===== src/rtl/riscv_pkg.sv =====
// Shared RISC-V pipeline types: datapath widths, decoded control bundle and the
// writeback-hit predicate used by operand bypassing.
package riscv_pkg;

   localparam int unsigned XLEN       = 32;
   localparam int unsigned REG_ADDR_W = 5;

   typedef struct packed {
      logic [3:0] alu_op;
      logic       alu_src_imm;
      logic       mem_rd;
      logic       mem_wr;
      logic       reg_wr;
      logic [1:0] wb_sel;
   } ctrl_t;

   // x0 is hardwired to zero, so a write to it must never be forwarded.
   function automatic logic wb_hit(input logic                  wr_en,
                                   input logic [REG_ADDR_W-1:0] wr_reg,
                                   input logic [REG_ADDR_W-1:0] idx);
      return wr_en && (wr_reg == idx) && (wr_reg != '0);
   endfunction

endpackage


===== src/rtl/id_ex_stage_reg_if.sv =====
// Decode-side input channel and execute-side output channel of the ID/EX stage.
// The stage register is the slave; the surrounding pipeline is the master.
interface id_ex_stage_reg_if;
   import riscv_pkg::*;

   logic                  in_valid;
   logic                  in_ready;
   logic [REG_ADDR_W-1:0] rd_reg_1;
   logic [REG_ADDR_W-1:0] rd_reg_2;
   logic [XLEN-1:0]       rd_data_1;
   logic [XLEN-1:0]       rd_data_2;
   logic [REG_ADDR_W-1:0] in_rd;
   logic [XLEN-1:0]       in_imm;
   logic [XLEN-1:0]       in_pc;
   ctrl_t                 in_ctrl;

   logic                  out_valid;
   logic                  out_ready;
   logic [REG_ADDR_W-1:0] out_rs1;
   logic [REG_ADDR_W-1:0] out_rs2;
   logic [REG_ADDR_W-1:0] out_rd;
   logic [XLEN-1:0]       out_op_a;
   logic [XLEN-1:0]       out_op_b;
   logic [XLEN-1:0]       out_imm;
   logic [XLEN-1:0]       out_pc;
   ctrl_t                 out_ctrl;

   modport slave (
      input  in_valid, rd_reg_1, rd_reg_2, rd_data_1, rd_data_2, in_rd, in_imm, in_pc, in_ctrl,
      output in_ready,
      output out_valid, out_rs1, out_rs2, out_rd, out_op_a, out_op_b, out_imm, out_pc, out_ctrl,
      input  out_ready
   );

   modport master (
      output in_valid, rd_reg_1, rd_reg_2, rd_data_1, rd_data_2, in_rd, in_imm, in_pc, in_ctrl,
      input  in_ready,
      input  out_valid, out_rs1, out_rs2, out_rd, out_op_a, out_op_b, out_imm, out_pc, out_ctrl,
      output out_ready
   );

endinterface


===== src/rtl/wb_bypass.sv =====
// Combinational operand select: forwards the writeback value when the write
// port targets this operand's source register, otherwise passes the read data.
module wb_bypass
   import riscv_pkg::*;
(
   input  logic [REG_ADDR_W-1:0] idx_i,
   input  logic [XLEN-1:0]       rd_data_i,
   input  logic                  wr_en_i,
   input  logic [REG_ADDR_W-1:0] wr_reg_i,
   input  logic [XLEN-1:0]       wr_data_i,
   output logic [XLEN-1:0]       op_o
);

   always_comb begin
      op_o = rd_data_i;
      if (wb_hit(wr_en_i, wr_reg_i, idx_i)) begin
         op_o = wr_data_i;
      end
   end

endmodule


===== src/rtl/id_ex_stage_reg.sv =====
// One-entry ID/EX pipeline register with valid/ready handshake, writeback-coherent
// operands (capture bypass and hold refresh), flush and a saturating stall counter.
module id_ex_stage_reg
   import riscv_pkg::*;
(
   input  logic                  clk,
   input  logic                  rst,
   id_ex_stage_reg_if.slave      bus,
   input  logic                  wr_en,
   input  logic [REG_ADDR_W-1:0] wr_reg,
   input  logic [XLEN-1:0]       wr_data,
   input  logic                  flush,
   output logic [31:0]           stall_cycles
);

   logic                  valid_q, valid_d;
   logic [REG_ADDR_W-1:0] rs1_q, rs1_d;
   logic [REG_ADDR_W-1:0] rs2_q, rs2_d;
   logic [REG_ADDR_W-1:0] rd_q, rd_d;
   logic [XLEN-1:0]       op_a_q, op_a_d;
   logic [XLEN-1:0]       op_b_q, op_b_d;
   logic [XLEN-1:0]       imm_q, imm_d;
   logic [XLEN-1:0]       pc_q, pc_d;
   ctrl_t                 ctrl_q, ctrl_d;
   logic [31:0]           stall_q, stall_d;

   logic                  in_ready;
   logic                  capture;
   logic                  hold;
   logic [REG_ADDR_W-1:0] byp_idx_a, byp_idx_b;
   logic [XLEN-1:0]       byp_src_a, byp_src_b;
   logic [XLEN-1:0]       byp_a, byp_b;

   assign in_ready = !valid_q || bus.out_ready;
   assign capture  = bus.in_valid && in_ready && !flush;
   assign hold     = valid_q && !bus.out_ready;

   // Capture and hold are mutually exclusive, so one bypass per operand serves both:
   // while holding it refreshes the stored operand, otherwise it fixes up fresh read data.
   assign byp_idx_a = hold ? rs1_q  : bus.rd_reg_1;
   assign byp_src_a = hold ? op_a_q : bus.rd_data_1;
   assign byp_idx_b = hold ? rs2_q  : bus.rd_reg_2;
   assign byp_src_b = hold ? op_b_q : bus.rd_data_2;

   wb_bypass u_bypass_a (
      .idx_i     (byp_idx_a),
      .rd_data_i (byp_src_a),
      .wr_en_i   (wr_en),
      .wr_reg_i  (wr_reg),
      .wr_data_i (wr_data),
      .op_o      (byp_a)
   );

   wb_bypass u_bypass_b (
      .idx_i     (byp_idx_b),
      .rd_data_i (byp_src_b),
      .wr_en_i   (wr_en),
      .wr_reg_i  (wr_reg),
      .wr_data_i (wr_data),
      .op_o      (byp_b)
   );

   always_comb begin
      valid_d = valid_q;
      rs1_d   = rs1_q;
      rs2_d   = rs2_q;
      rd_d    = rd_q;
      op_a_d  = op_a_q;
      op_b_d  = op_b_q;
      imm_d   = imm_q;
      pc_d    = pc_q;
      ctrl_d  = ctrl_q;
      stall_d = stall_q;

      if (flush) begin
         valid_d = 1'b0;
      end else if (capture) begin
         valid_d = 1'b1;
         rs1_d   = bus.rd_reg_1;
         rs2_d   = bus.rd_reg_2;
         rd_d    = bus.in_rd;
         op_a_d  = byp_a;
         op_b_d  = byp_b;
         imm_d   = bus.in_imm;
         pc_d    = bus.in_pc;
         ctrl_d  = bus.in_ctrl;
      end else if (hold) begin
         op_a_d  = byp_a;
         op_b_d  = byp_b;
      end else if (valid_q) begin
         valid_d = 1'b0;
      end

      if (hold && !flush && (stall_q != '1)) begin
         stall_d = stall_q + 32'd1;
      end
   end

   always_ff @(posedge clk or posedge rst) begin
      if (rst) begin
         valid_q <= 1'b0;
         rs1_q   <= '0;
         rs2_q   <= '0;
         rd_q    <= '0;
         op_a_q  <= '0;
         op_b_q  <= '0;
         imm_q   <= '0;
         pc_q    <= '0;
         ctrl_q  <= '0;
         stall_q <= '0;
      end else begin
         valid_q <= valid_d;
         rs1_q   <= rs1_d;
         rs2_q   <= rs2_d;
         rd_q    <= rd_d;
         op_a_q  <= op_a_d;
         op_b_q  <= op_b_d;
         imm_q   <= imm_d;
         pc_q    <= pc_d;
         ctrl_q  <= ctrl_d;
         stall_q <= stall_d;
      end
   end

   assign bus.in_ready  = in_ready;
   assign bus.out_valid = valid_q;
   assign bus.out_rs1   = rs1_q;
   assign bus.out_rs2   = rs2_q;
   assign bus.out_rd    = rd_q;
   assign bus.out_op_a  = op_a_q;
   assign bus.out_op_b  = op_b_q;
   assign bus.out_imm   = imm_q;
   assign bus.out_pc    = pc_q;
   assign bus.out_ctrl  = ctrl_q;
   assign stall_cycles  = stall_q;

endmodule


===== src/flat_wrapper.sv =====
// flat-port wrapper written by rule: the top's interface ports become plain ports
module id_ex_stage_reg_flat import riscv_pkg::*;
  (clk, rst, wr_en, wr_reg, wr_data, flush, stall_cycles, bus_in_valid, bus_rd_reg_1, bus_rd_reg_2, bus_rd_data_1, bus_rd_data_2, bus_in_rd, bus_in_imm, bus_in_pc, bus_in_ctrl, bus_in_ready, bus_out_valid, bus_out_rs1, bus_out_rs2, bus_out_rd, bus_out_op_a, bus_out_op_b, bus_out_imm, bus_out_pc, bus_out_ctrl, bus_out_ready);
  id_ex_stage_reg_if bus_i ();
  input  logic clk;
  input  logic rst;
  input  logic wr_en;
  input  logic [REG_ADDR_W-1:0] wr_reg;
  input  logic [XLEN-1:0] wr_data;
  input  logic flush;
  output logic [31:0] stall_cycles;
  input wire logic [$bits(bus_i.in_valid)-1:0] bus_in_valid;
  input wire logic [$bits(bus_i.rd_reg_1)-1:0] bus_rd_reg_1;
  input wire logic [$bits(bus_i.rd_reg_2)-1:0] bus_rd_reg_2;
  input wire logic [$bits(bus_i.rd_data_1)-1:0] bus_rd_data_1;
  input wire logic [$bits(bus_i.rd_data_2)-1:0] bus_rd_data_2;
  input wire logic [$bits(bus_i.in_rd)-1:0] bus_in_rd;
  input wire logic [$bits(bus_i.in_imm)-1:0] bus_in_imm;
  input wire logic [$bits(bus_i.in_pc)-1:0] bus_in_pc;
  input wire logic [$bits(bus_i.in_ctrl)-1:0] bus_in_ctrl;
  output wire logic [$bits(bus_i.in_ready)-1:0] bus_in_ready;
  output wire logic [$bits(bus_i.out_valid)-1:0] bus_out_valid;
  output wire logic [$bits(bus_i.out_rs1)-1:0] bus_out_rs1;
  output wire logic [$bits(bus_i.out_rs2)-1:0] bus_out_rs2;
  output wire logic [$bits(bus_i.out_rd)-1:0] bus_out_rd;
  output wire logic [$bits(bus_i.out_op_a)-1:0] bus_out_op_a;
  output wire logic [$bits(bus_i.out_op_b)-1:0] bus_out_op_b;
  output wire logic [$bits(bus_i.out_imm)-1:0] bus_out_imm;
  output wire logic [$bits(bus_i.out_pc)-1:0] bus_out_pc;
  output wire logic [$bits(bus_i.out_ctrl)-1:0] bus_out_ctrl;
  input wire logic [$bits(bus_i.out_ready)-1:0] bus_out_ready;
  assign bus_i.in_valid = bus_in_valid;
  assign bus_i.rd_reg_1 = bus_rd_reg_1;
  assign bus_i.rd_reg_2 = bus_rd_reg_2;
  assign bus_i.rd_data_1 = bus_rd_data_1;
  assign bus_i.rd_data_2 = bus_rd_data_2;
  assign bus_i.in_rd = bus_in_rd;
  assign bus_i.in_imm = bus_in_imm;
  assign bus_i.in_pc = bus_in_pc;
  assign bus_i.in_ctrl = bus_in_ctrl;
  assign bus_in_ready = bus_i.in_ready;
  assign bus_out_valid = bus_i.out_valid;
  assign bus_out_rs1 = bus_i.out_rs1;
  assign bus_out_rs2 = bus_i.out_rs2;
  assign bus_out_rd = bus_i.out_rd;
  assign bus_out_op_a = bus_i.out_op_a;
  assign bus_out_op_b = bus_i.out_op_b;
  assign bus_out_imm = bus_i.out_imm;
  assign bus_out_pc = bus_i.out_pc;
  assign bus_out_ctrl = bus_i.out_ctrl;
  assign bus_i.out_ready = bus_out_ready;
  id_ex_stage_reg u_core (.clk(clk), .rst(rst), .bus(bus_i), .wr_en(wr_en), .wr_reg(wr_reg), .wr_data(wr_data), .flush(flush), .stall_cycles(stall_cycles));
endmodule

===== config.mk =====
export PLATFORM = sky130hd
export DESIGN_NAME = id_ex_stage_reg_flat
export DESIGN_NICKNAME = d
export VERILOG_FILES = /design/src/rtl/riscv_pkg.sv /design/src/rtl/id_ex_stage_reg_if.sv /design/src/rtl/wb_bypass.sv /design/src/rtl/id_ex_stage_reg.sv /design/src/flat_wrapper.sv
export SDC_FILE = /design/constraint.sdc
export NUM_CORES = 1
export LEC_CHECK = 0
export ABC_AREA = 0
export BUFFER_PORTS_ARGS = -buffer_cell sky130_fd_sc_hd__buf_2
export CAP_MARGIN = 10
export CORE_AREA = 2 2 149 151
export DETAILED_ROUTE_END_ITERATION = 8
export DIE_AREA = 0 0 151 153
export PLACE_DENSITY = 0.68
export SYNTH_ARGS = -nofsm -noshare
export SYNTH_HDL_FRONTEND = slang
export SYNTH_SLANG_ARGS = --single-unit

===== constraint.sdc =====
create_clock -name clk -period 7.9 [get_ports clk]
set_clock_uncertainty 0.1 [all_clocks]
set_input_delay 0.79 -clock clk [delete_from_list [all_inputs] [get_ports clk]]
set_output_delay 0.79 -clock clk [all_outputs]
set_load 0.02 [all_outputs]

; Word-level counts from Yosys, hierarchy flattened
; Index checks and enable logic that the tools add are counted.
[totals]
ff_bits = 186
input_bits = 196
output_inout_bits = 187
word_cells = 51
[classes]
addsub = 1
n_eq_ne = 4
mux = 13
bitwise = 1
n_reduce_logical = 17
[op_table]
columns = op, n
row1 = 32-bit two-way mux, 8
row2 = "32-bit by 1-bit adder with 32-bit output, second input constant", 1
row3 = "32-bit inequality test, second input constant", 1
row4 = 5-bit equality test, 2
row5 = 5-bit two-way mux, 2
row6 = 1-bit logical AND, 9
row7 = 5-bit nonzero test, 1
row8 = 2-bit AND reduction, 2
row9 = 1-bit logical NOT, 3
row10 = 1-bit two-way mux, 3
row11 = "3-bit by 2-bit inequality test with 1-bit output, second input constant", 1
row12 = 2-bit nonzero test, 1
row13 = 1-bit logical OR, 1
row14 = 1-bit NOT, 1

; Logic depth before layout (Yosys ltp)
[logic_depth]
word_depth = 9
ltp_mapped = 11
mapped_depth_nobuf = 7

; Cells and area by module
; Synthesis repeated with hierarchy kept, for this count alone.
[unflattened]
hier_cells = 644
area_unflattened_um2 = 9365.2
[modules_own_cells]
columns = mod, n_inst, cells_per_inst, area_each_um2, seq_area_each_um2
row1 = id_ex_stage_reg, 1, 554, 8176.6, 4654.5
row2 = wb_bypass, 2, 45, 594.3, 0.0

; Least setup slack after synthesis
; No wires, ideal clock.
[synth_timing]
kind = input -> register
start = input port bus_out_ready
end = register u_core.op_a_q[0], in the netlist u_core.bus.out_op_a[0]
setup_ps = 123
arrival_ps = 2458
required_time_ps = 7677
slack_ps = 5219
cell_stages = 9
path_buffers = 3
cell_sequence = nor2b_2 buf_4 inv_4 nor4_1 o32ai_1 or4b_1 buf_4 buf_6 o221a_1
[synth_between]
elab_chain_len = 9
word_cells_on_any_way = 15
cone_classes = eq/ne (1) / mux (5) / reduce/logical (9)
[synth_lines]
columns = item, line_no
row1 = from (decl), flat_wrapper.sv:31  ; input wire logic [$bits(bus_i.out_ready)-1:0] bus_out_ready;
row2 = 1-bit logical NOT, id_ex_stage_reg.sv:36  ; assign hold = valid_q && !bus.out_ready;
row3 = 1-bit logical AND, id_ex_stage_reg.sv:36
row4 = 5-bit two-way mux, id_ex_stage_reg.sv:40  ; assign byp_idx_a = hold ? rs1_q : bus.rd_reg_1;
row5 = 5-bit equality test, riscv_pkg.sv:21  ; return wr_en && (wr_reg == idx) && (wr_reg != '0);
row6 = 1-bit logical AND (2 in series), riscv_pkg.sv:21
row7 = 32-bit two-way mux, wb_bypass.sv:16  ; if (wb_hit(wr_en_i, wr_reg_i, idx_i)) begin
row8 = 32-bit two-way mux, id_ex_stage_reg.sv:87  ; end else if (hold) begin
row9 = 32-bit two-way mux, id_ex_stage_reg.sv:77  ; end else if (capture) begin
row10 = to (signal assigned), id_ex_stage_reg.sv:116  ; op_a_q <= op_a_d;
row11 = to (decl), id_ex_stage_reg.sv:20  ; logic [XLEN-1:0] op_a_q, op_a_d;
; Several ways; a longest one is shown, not always the timed one. The select of a mux whose other input is x is not followed.
; A chain may end at the register's enable or synchronous reset.

; Worst setup path in the final report
[layout_timing]
start = input port bus_out_ready
end = register u_core.op_b_q[30], in the netlist u_core.bus.out_op_b[30]
[layout_between]
elab_chain_len = 9
word_cells_on_any_way = 15
cone_classes = eq/ne (1) / mux (5) / reduce/logical (9)
[layout_lines]
columns = item, line_no
row1 = 1-bit logical NOT, id_ex_stage_reg.sv:36
row2 = 1-bit logical AND, id_ex_stage_reg.sv:36
row3 = 5-bit two-way mux, id_ex_stage_reg.sv:42  ; assign byp_idx_b = hold ? rs2_q : bus.rd_reg_2;
row4 = 5-bit equality test, riscv_pkg.sv:21
row5 = 1-bit logical AND (2 in series), riscv_pkg.sv:21
row6 = 32-bit two-way mux, wb_bypass.sv:16
row7 = 32-bit two-way mux, id_ex_stage_reg.sv:87
row8 = 32-bit two-way mux, id_ex_stage_reg.sv:77
row9 = to (signal assigned), id_ex_stage_reg.sv:117  ; op_b_q <= op_b_d;
row10 = to (decl), id_ex_stage_reg.sv:21  ; logic [XLEN-1:0] op_b_q, op_b_d;
; Several ways; a longest one is shown, not always the timed one. The select of a mux whose other input is x is not followed.

==> run_results.csv <==
group,metric,value,unit
final_layout,drive_above_1_share,34.1,%
placement,gp_congestion,0.825,
global_routing,grt_use_met3,6.00,%
die,fp.dieH,153,um
logic_synthesis,synth_compound_area_share,9.76,%
sta,maxSlewHeadroom,32.8,%
critical_path,path_max_fanout,90,
sta,fin_setup_tns,0,ns
die,die_w,151,um
critical_path,cp-startpoint,"bus_out_ready",
logic_synthesis,synth.ff_latch_count,186,
sta,max_freq,313,MHz
job,maxCapViolations,0,
placement,placed_cells,1525,
logic_synthesis,seq_area_frac_synth,55.9,%
logic_synthesis,synthesis.area,8330,sq um
logic_synthesis,synthArstFlopShare,100,%
logic_synthesis,synth_ff_type,"dfrtp_1",
logic_synthesis,synth-simple-area-share,21.8,%
detailed_routing,wl_per_cell,16.2,um
critical_path,arrival,3.39,ns
logic_synthesis,synth_top_area_cell,"dfrtp_1",
clock_network,root_buffer,"clkbuf_16",
clock_network,post_cts_buffers,0,
sta,fin_crit_sh,40.4,%
die,rows,54,
logic_synthesis,ys_top_cells_by_count,"315 x nand2_1, 186 x dfrtp_1, 108 x inv_1",
critical_path,cpPeakStageDelay,0.70,ns
worst_hold_path,min_path_type,"register to register",
critical_path,cp.required,8.10,ns
critical_path,cp-end-kind,"register",
logic_synthesis,yosys_warnings,0,
final_layout,instances_no_fill,1557,
critical_path,critPathKind,"input pin to register",
logic_synthesis,synth_fa_ha_area_share,0.150,%
logic_synthesis,synth_top_family_by_area,"simple AND/OR/NAND/NOR gates",
logic_synthesis,synth_cell_types,44,
power_and_ir_drop,ir_worst_vdd,129,uV
logic_synthesis,synth_fp_nets,1100,
global_routing,track_usage,22.0,%
global_routing,grt_max_degree,118,
detailed_routing,ant_nets,0,
die,initial_core_util,38.8,%
die,pin_count,383,
clock_network,clockBufferDepth,2,
sta,hold_viol_final,0,
detailed_routing,drt_wl_total,25.2,mm
global_routing,grt_overflow,0,
clock_network,clkSinkCount,186,
logic_synthesis,syn_avg_cell_area,9.22,sq um
sta,fin_crit,3.19,ns
sta,rsz0062_at_grt,"false",
logic_synthesis,synth_edf_count,0,
die,core_area,21500,sq um
power_and_ir_drop,power_density,244,nW/um^2
placement,hpwl,17.9,mm
clock_network,cts_resized,0,
final_layout,antenna_cells,0,
final_layout,fillers,2039,
detailed_routing,post-route-drc-count,0,
clock_network,h-tree-depth,4,
logic_synthesis,synth_most_common_cell,"nand2_1",
logic_synthesis,syn_inst,903,
final_layout,synthToLayoutAreaGrowth,32.9,%
logic_synthesis,synth_xor_area_share,4.10,%
clock_network,clkSlewWorstSetupHoldPaths,0.08,ns
sta,slew_viol_final,0,
detailed_routing,first_pass_iters,8,
clock_network,insertion_delay,0.43,ns
status,outcome,"completed",
global_routing,grtUsageMet2,36.1,%
worst_hold_path,min-delay-start,"u_core.bus.out_pc[14]$_DFFE_PP0P_",
detailed_routing,avgViaCountPerCell,4.95,
critical_path,startpoint_type,"input pin",
clock_network,cts_hold_buffers,0,
sta,worst_pin_slew,1.01,ns
sta,finalSetupViolations,0,
detailed_routing,drt_iter0_drc,540,
critical_path,rr_startpoint,"u_core.bus.out_valid$_DFFE_PP0P_",
global_routing,grt_pass1_wl,40.1,mm
logic_synthesis,synth_top_area_share,55.9,%
global_routing,grt_busiest_layer,"met2",
power_and_ir_drop,p_leak,6.23,nW
critical_path,crit_chain,"buf_2 -> nor2b_2 -> inv_4 -> nand3b_1 -> buf_4 -> o32ai_1 -> o211a_2 -> a222oi_1",
clock_network,numCtsBuffers,17,
final_layout,nets,1461,
clock_network,tritoncts,"built",
critical_path,worst_path_max_delay_cell,"buf_4",
global_routing,grt_util_met1,27.4,%
power_and_ir_drop,total_power,2.70,mW
global_routing,antenna_found_initial,1,
placement,io_buffers,382,
logic_synthesis,ys_top_cells_by_area,"dfrtp_1 56%, nand2_1 14%, inv_1 4.9%, o221a_1 4.3%, a222oi_1 3.8%",
die,die-area,23100,sq um
logic_synthesis,synthMuxAreaShare,0.361,%
detailed_routing,vias,7703,
global_routing,grt_pass1_vias,7798,
==> layout by cell type, fill, tap and decap left out, types with 6 or more instances in the layout <==
cell type	n
inv_1	107
buf_4	8
and4_1	6
nor3_1	10
nor2b_1	9
nand2_1	315
nor4_1	6
buf_2	382
clkbuf_16	17
dfrtp_1	186
a222oi_1	32
xor2_1	20
nor2_1	53
nand3_1	12
nand4_1	10
o221a_1	32
xnor2_1	19
==> flip-flops by register name, indices dropped and copies added (netlist names) <==
signal                flops
u_core.bus.out_rd         5
u_core.bus.out_pc        32
u_core.bus.out_op_a      32
u_core.bus.out_imm       32
u_core.bus.out_valid      1
u_core.bus.out_op_b      32
u_core.bus.out_rs1        5
u_core.stall_cycles      32
u_core.bus.out_rs2        5
u_core.bus.out_ctrl      10
==> final cells by class <==
cell class	instances	area (sq um)	share of cell area (%)
flip-flops and latches	186	4650	42.1
clock inverters	15	203	1.83
clock buffers	17	425	3.84
multi-input cells	560	3040	27.5
repair buffers	390	1970	17.8
well taps	280	350	3.17
inverters	109	419	3.79
==> critical path, delay by kind of cell <==
kind | cells | cell delay (ns)
buffers and inverters | 3 | 0.96
and+or+nand+nor | 2 | 0.43
AOI/OAI and AO/OA | 3 | 1.18
==> routing by layer <==
layer	share of wire, %	vias to the layer above
met5	0.040	-
met4	3.0	2
met3	8.6	41
met2	48	328
met1	40	3665
li1	-	3667
==> final timing paths <==
path	slack, ns	to	depth (start not counted)
setup reg to reg	4.77	u_core.bus.out_op_b[30]$_DFFE_PP0P_	7
min in group asynchronous	0.38	u_core.bus.out_op_b[3]$_DFFE_PP0P_	2
max in group asynchronous	5.80	u_core.bus.out_imm[0]$_DFFE_PP0P_	3
setup / recovery	4.71	u_core.bus.out_op_b[30]$_DFFE_PP0P_	8
hold reg to reg	0.37	u_core.bus.out_pc[14]$_DFFE_PP0P_	2
hold / removal	0.37	u_core.bus.out_pc[14]$_DFFE_PP0P_	2
==> metrics by stage <==
stage               util, %  instance area [sq um]  setup WS (ns)  hold WS (ns)
finish                 51.5                  11100           4.71         0.372
global route           51.5                  11100           4.41         0.391
CTS                    51.5                  11100           4.66         0.377
detailed placement     48.6                  10400           4.18         0.358
global placement       48.6                  10400           4.29         0.352
floorplan                 -                   8330           1.95         0.489
==> report_power, final <==
| part | total, mW | internal, mW | switching (mW) |
|---|---|---|---|
| Sequential | 1.16 | 1.08 | 0.0823 |
| Combinational | 0.623 | 0.225 | 0.398 |
| Clock | 0.914 | 0.489 | 0.426 |
==> cells by family (layout without fill, tap and decap cells) <==
| family | after synthesis | count (layout) |
|---|---|---|
| simple gates | 437 | 437 |
| flops | 186 | 186 |
| buf+inv | 157 | 531 |
| compound gates | 80 | 80 |
| xor+xnor | 39 | 39 |
| mux | 3 | 3 |
| fa+ha+maj | 1 | 1 |
Note: power is estimated with default switching activity, not from simulation.
